==> src/rtl/npc_module_if.sv <==
// Next-PC bus bundle: groups the per-instruction inputs and PC outputs of npc_module.
// Latency: none; pure wiring.
// Backpressure: none; pc_en is the only stall, and the master drives it.
// Signals:
//   master drives Zero, Npc_op, Pc, instruction, Radata, bsoal_data, pc_en.
//   master reads PcAddr4, Npc, pc_q.
interface npc_module_if;
  logic        Zero;         // ALU equality flag
  logic [2:0]  Npc_op;       // next-PC select code
  logic [31:0] Pc;           // PC of the executing instruction
  logic [31:0] instruction;  // executing instruction word
  logic [31:0] Radata;       // GPR[rs], the jr target
  logic [31:0] bsoal_data;   // bsoal condition word, bit 0 only
  logic        pc_en;        // PC register update enable (0 = stall)
  logic [31:0] PcAddr4;      // Pc + 4, the link value
  logic [31:0] Npc;          // combinational next PC
  logic [31:0] pc_q;         // registered PC (fetch address)

  modport master (
    output Zero, Npc_op, Pc, instruction, Radata, bsoal_data, pc_en,
    input  PcAddr4, Npc, pc_q
  );

  modport slave (
    input  Zero, Npc_op, Pc, instruction, Radata, bsoal_data, pc_en,
    output PcAddr4, Npc, pc_q
  );
endinterface

==> src/rtl/npc_module.sv <==
// Next-PC selection and the PC register: decodes branch, jump and jr targets into Npc.
// Latency: Npc and PcAddr4 are combinational; pc_q loads Npc on the rising edge when pc_en is high.
// Backpressure: pc_en = 0 stalls by holding pc_q. rst_n is async active-low and forces RESET_PC.
// Ports:
//   clk, rst_n : clock and asynchronous active-low reset
//   bus        : npc_module_if.slave, carrying the decode inputs and the PcAddr4/Npc/pc_q outputs
module npc_module #(
  parameter logic [31:0] RESET_PC = 32'h0000_3000
) (
  input  logic         clk,
  input  logic         rst_n,
  npc_module_if.slave  bus
);

  localparam logic [2:0] OP_SEQ   = 3'd0;
  localparam logic [2:0] OP_BEQ   = 3'd1;
  localparam logic [2:0] OP_J     = 3'd2;
  localparam logic [2:0] OP_JR    = 3'd3;
  localparam logic [2:0] OP_BSOAL = 3'd4;
  localparam logic [2:0] OP_BNE   = 3'd5;

  logic [31:0] pc_add4;
  logic [31:0] br_off;
  logic [31:0] br_tgt;
  logic [31:0] j_tgt;
  logic [31:0] npc;
  logic [31:0] pc_d;
  logic [31:0] pc_q_q;

  // Target arithmetic. Every sum wraps modulo 2^32 and no overflow flag is produced.
  always_comb begin
    pc_add4 = bus.Pc + 32'd4;
    // The word offset is sign-extended from the 16-bit immediate and scaled by 4.
    br_off  = {{14{bus.instruction[15]}}, bus.instruction[15:0], 2'b00};
    br_tgt  = pc_add4 + br_off;
    // The jump keeps the current 256 MB region. It uses Pc, not Pc+4.
    j_tgt   = {bus.Pc[31:28], bus.instruction[25:0], 2'b00};
  end

  // Next-PC select. Codes 6 and 7 are reserved and fall through to sequential.
  always_comb begin
    npc = pc_add4;
    case (bus.Npc_op)
      OP_SEQ:   npc = pc_add4;
      OP_BEQ:   npc = bus.Zero ? br_tgt : pc_add4;
      OP_J:     npc = j_tgt;
      OP_JR:    npc = bus.Radata;  // taken as given, with no alignment masking
      // Only bit 0 is examined, so X/Z on the upper bits cannot leak into Npc.
      OP_BSOAL: npc = (bus.bsoal_data[0] == 1'b1) ? br_tgt : pc_add4;
      OP_BNE:   npc = bus.Zero ? pc_add4 : br_tgt;
      default:  npc = pc_add4;
    endcase
  end

  always_comb begin
    pc_d = bus.pc_en ? npc : pc_q_q;
  end

  always_ff @(posedge clk or negedge rst_n) begin
    if (!rst_n) begin
      pc_q_q <= RESET_PC;
    end else begin
      pc_q_q <= pc_d;
    end
  end

  assign bus.PcAddr4 = pc_add4;
  assign bus.Npc     = npc;
  assign bus.pc_q    = pc_q_q;

endmodule

==> src/flat_wrapper.sv <==
// flat-port wrapper written by rule: the top's interface ports become plain ports
module npc_module_flat 
#(
  parameter logic [31:0] RESET_PC = 32'h0000_3000
)
  (clk, rst_n, bus_Zero, bus_Npc_op, bus_Pc, bus_instruction, bus_Radata, bus_bsoal_data, bus_pc_en, bus_PcAddr4, bus_Npc, bus_pc_q);
  npc_module_if bus_i ();
  input  logic clk;
  input  logic rst_n;
  input wire logic [$bits(bus_i.Zero)-1:0] bus_Zero;
  input wire logic [$bits(bus_i.Npc_op)-1:0] bus_Npc_op;
  input wire logic [$bits(bus_i.Pc)-1:0] bus_Pc;
  input wire logic [$bits(bus_i.instruction)-1:0] bus_instruction;
  input wire logic [$bits(bus_i.Radata)-1:0] bus_Radata;
  input wire logic [$bits(bus_i.bsoal_data)-1:0] bus_bsoal_data;
  input wire logic [$bits(bus_i.pc_en)-1:0] bus_pc_en;
  output wire logic [$bits(bus_i.PcAddr4)-1:0] bus_PcAddr4;
  output wire logic [$bits(bus_i.Npc)-1:0] bus_Npc;
  output wire logic [$bits(bus_i.pc_q)-1:0] bus_pc_q;
  assign bus_i.Zero = bus_Zero;
  assign bus_i.Npc_op = bus_Npc_op;
  assign bus_i.Pc = bus_Pc;
  assign bus_i.instruction = bus_instruction;
  assign bus_i.Radata = bus_Radata;
  assign bus_i.bsoal_data = bus_bsoal_data;
  assign bus_i.pc_en = bus_pc_en;
  assign bus_PcAddr4 = bus_i.PcAddr4;
  assign bus_Npc = bus_i.Npc;
  assign bus_pc_q = bus_i.pc_q;
  npc_module #(.RESET_PC(RESET_PC)) u_core (.clk(clk), .rst_n(rst_n), .bus(bus_i));
endmodule
==> config.mk <==
export PLATFORM = sky130hd
export DESIGN_NAME = npc_module_flat
export DESIGN_NICKNAME = d
export VERILOG_FILES = /design/src/rtl/npc_module_if.sv /design/src/rtl/npc_module.sv /design/src/flat_wrapper.sv
export SDC_FILE = /design/constraint.sdc
export NUM_CORES = 1
export LEC_CHECK = 0
export CORE_AREA = 2 2 96 117
export DETAILED_ROUTE_END_ITERATION = 10
export DIE_AREA = 0 0 98 119
export PLACE_DENSITY = 0.93
export SLEW_MARGIN = 15
export SYNTH_ARGS = -nofsm -noshare
export SYNTH_HDL_FRONTEND = slang
export SYNTH_SLANG_ARGS = --single-unit
==> constraint.sdc <==
create_clock -name clk -period 9.72 [get_ports clk]
set_clock_uncertainty 0.1 [all_clocks]
set_input_delay 0.972 -clock clk [delete_from_list [all_inputs] [get_ports clk]]
set_output_delay 0.972 -clock clk [all_outputs]
set_load 0.01 [all_outputs]
==> results.toml <==
[yosys]
synth_cell_types = 69
yosys.area.top_type = "dfrtp_1"
avgSynthCellArea_um2 = 7.81
synth-seq-cells = 32
synthFlopType = "dfrtp_1"
yosys_warnings = 0
syn-num-nets = 769
synthArstFlopShare = 1.00
netlist_top_cells_area = "dfrtp_1 16%, ha_1 9.7%, xnor2_1 5.4%, mux2_2 5.1%, a21oi_1 5.0%"
netlist_area_mm2 = 0.00466
ys_seq_area_frac = 0.172
synth_edf_count = 0
syn_inst = 597
yosys.area.top_type_share = 0.161

[final_layout]
n_antenna_cell = 0
largest_reg_flops = 32
final_common_cell = "clkdlybuf4s50_1"
design_area_mm2 = 0.00683
drive_gt1_frac = 0.0721
postLayoutCoreUtil = 0.641
synthToLayoutAreaGrowth_pct = 46.6
seq_area_um2 = 803
fin_nets = 948
layout_common_cells = "190 x clkdlybuf4s50_1, 49 x nand2_1, 47 x a21oi_1, 45 x nor2_1, 36 x ha_1"
multi_input_area_mm2 = 0.00366
num-fill-cells = 924

[setup_path]
slowest_stage = "clkdlybuf4s50_1"
cp.arrival_ns = 5.65
path_class = "in -> out"
cp_num_buf_inv = 3
crit_required_ns = 8.65
cpLargestDelayFamily = "simple AND/OR/NAND/NOR gates"
critPathMaxFanout = 8
setup.worst_path.start_class = "input pin"
cp-end-kind = "primary output"
cp_slowest_stage_delay_ns = 0.56
worstPathCellList = "clkdlybuf4s50_1 > and2_0 > nand4_4 > inv_1 > and3_1 > xor2_1 > ha_1 > and3_1 > and4_1 > o2111ai_1 > a311oi_1 > nor2_1 > xnor2_1 > a21o_1 > clkdlybuf4s50_1"

[power]
power_density_mw_per_mm2 = 113
leakagePower_nw = 2.85
ir_worst_vdd_mv = 0.0796

[timing]
min_period_over_period = 0.692
grt_setup_unrepaired = "no"
maxSlewHeadroom = 0.363
min_period_ns = 6.72
hold_viol = 0
fmax_ghz = 0.149
tightest_slew_ns = 0.952
maxSlewViolCount = 0
timing.setup.tns_ns = 0
setup_viol = 0

[outcome]
outcome = "finished, final reports clean"

[floorplanning]
start_util = 0.437
io-pin-count = 231
fp.dieH_um = 119
fp-row-count = 42
core_mm2 = 0.0107
dieArea_mm2 = 0.0117
die_w_um = 98

[cts]
cts_made_buffers = 5
cts.repair.resized = 0
clk_latency_ns = 0.29
root_buffer = "clkbuf_16"
postCtsSetupBuffers = 0
cts_sinks = 32
cts.clk_slew.worst_paths_ns = 0.06
cts_tree = "done"
htree_num_levels = 2
ctsHoldBuffers = 0
clockBufferDepth = 2

[global_route]
grt_pass1_wl_um = 28000
groute.usage.overall = 0.296
grt_max_degree = 48
grt_pass1_vias = 5445
antenna_found_initial = 0
grt_overflow = 0

[detailed_routing]
drc = 0
drtPass1Iterations = 5
via_per_inst = 6.13
wl_um = 17900
drt_iter0_drc = 333
wl_per_cell_um = 19.7
detail-route-antenna-nets = 0
vias = 5574

[place]
dp_hpwl_um = 13800
gp_congestion = 0.964
io_buffer_count = 193
placed_area_mm2 = 0.00667

[worst_hold_path]
hold_class = "reg -> reg"

[job]
max_cap_viol_count = 0
[cells in the mapped netlist (9+ instances only)]
cell	number
a21o_1	16
xnor2_1	29
clkbuf_1	16
dfrtp_1	30
nand2_1	49
ha_1	36
o21a_1	10
mux2_2	21
o21ai_0	33
a31oi_1	14
o22ai_1	9
a21oi_1	47
nor2_1	45
xor2_1	9
nand3_1	28
nor3_1	18
mux2i_1	22
nand4_1	10
inv_1	18
and3_1	13
[report_power, final]
group	internal [W]	total, W	leakage (nW)	switching, W
logic	0.000209	0.000410	2.39	0.000202
registers	0.000156	0.000168	0.382	0.0000115
clock network	0.000121	0.000193	0.0808	0.0000719
total	0.000486	0.000771	2.85	0.000285
[logic make-up after synthesis]
kind of cell               share of synthesized area
muxes                                         0.0979
AOI/OAI and AO/OA                              0.289
and+or+nand+nor                                0.223
DFF                                            0.172
buffers and inverters                         0.0419
adders and majority gates                      0.101
xor gates and xnor gates                      0.0749
[area by class of cell]
type                       count  share of cell area
timing repair buffer         200               0.288
clock buffer                   6              0.0189
sequential                    32               0.118
tap                          132              0.0242
inverter                      18             0.00989
clock inverter                 2             0.00513
multi-input combinational    519               0.536
[final timing paths]
path | cells past startpoint | startpoint | to | slack, ns
max in group asynchronous | 1 | rst_n | u_core.bus.pc_q[23]$_DFFE_PN0P_ | 8.30
hold reg to reg | 2 | u_core.bus.pc_q[12]$_DFFE_PN1P_ | u_core.bus.pc_q[12]$_DFFE_PN1P_ | 0.40
hold / removal | 2 | u_core.bus.pc_q[12]$_DFFE_PN1P_ | u_core.bus.pc_q[12]$_DFFE_PN1P_ | 0.40
min in group asynchronous | 1 | rst_n | u_core.bus.pc_q[29]$_DFFE_PN0P_ | 0.68
setup / recovery | 15 | bus_Pc[2] | bus_Npc[26] | 3.00
setup reg to reg | 2 | u_core.bus.pc_q[26]$_DFFE_PN0P_ | u_core.bus.pc_q[26]$_DFFE_PN0P_ | 8.66
[metal layers]
layer / vias to the layer above / GRT usage / wire (um) / part of all wire
met5: - / 0 / 0 / 0
met4: 0 / 0.130 / 649 / 0.036
met3: 47 / 0.0663 / 1650 / 0.093
met2: 295 / 0.514 / 8920 / 0.50
met1: 2584 / 0.348 / 6660 / 0.37
li1: 2648 / - / - / -
[worst reg2reg max path, delay by kind of cell (launching register included)]
kind,cells,cell delay [ns]
flip-flops,1,0.37
multiplexers,1,0.27
AO/OA/AOI/OAI,1,0.21
[per-stage QoR]
step           cells  setup slack [ns]  hold slack, ns  total power [W]
4_1_cts          909              3.07           0.395         0.000770
3_5_place_dp     901              3.09           0.383         0.000575
3_3_place_gp     901              3.16           0.374         0.000568
6_report         909              3.00           0.398         0.000771
5_1_grt          909              2.81           0.421         0.000809
2_1_floorplan    597              4.74           0.391         0.000378
No activity file was read; power rests on OpenSTA's default activity.
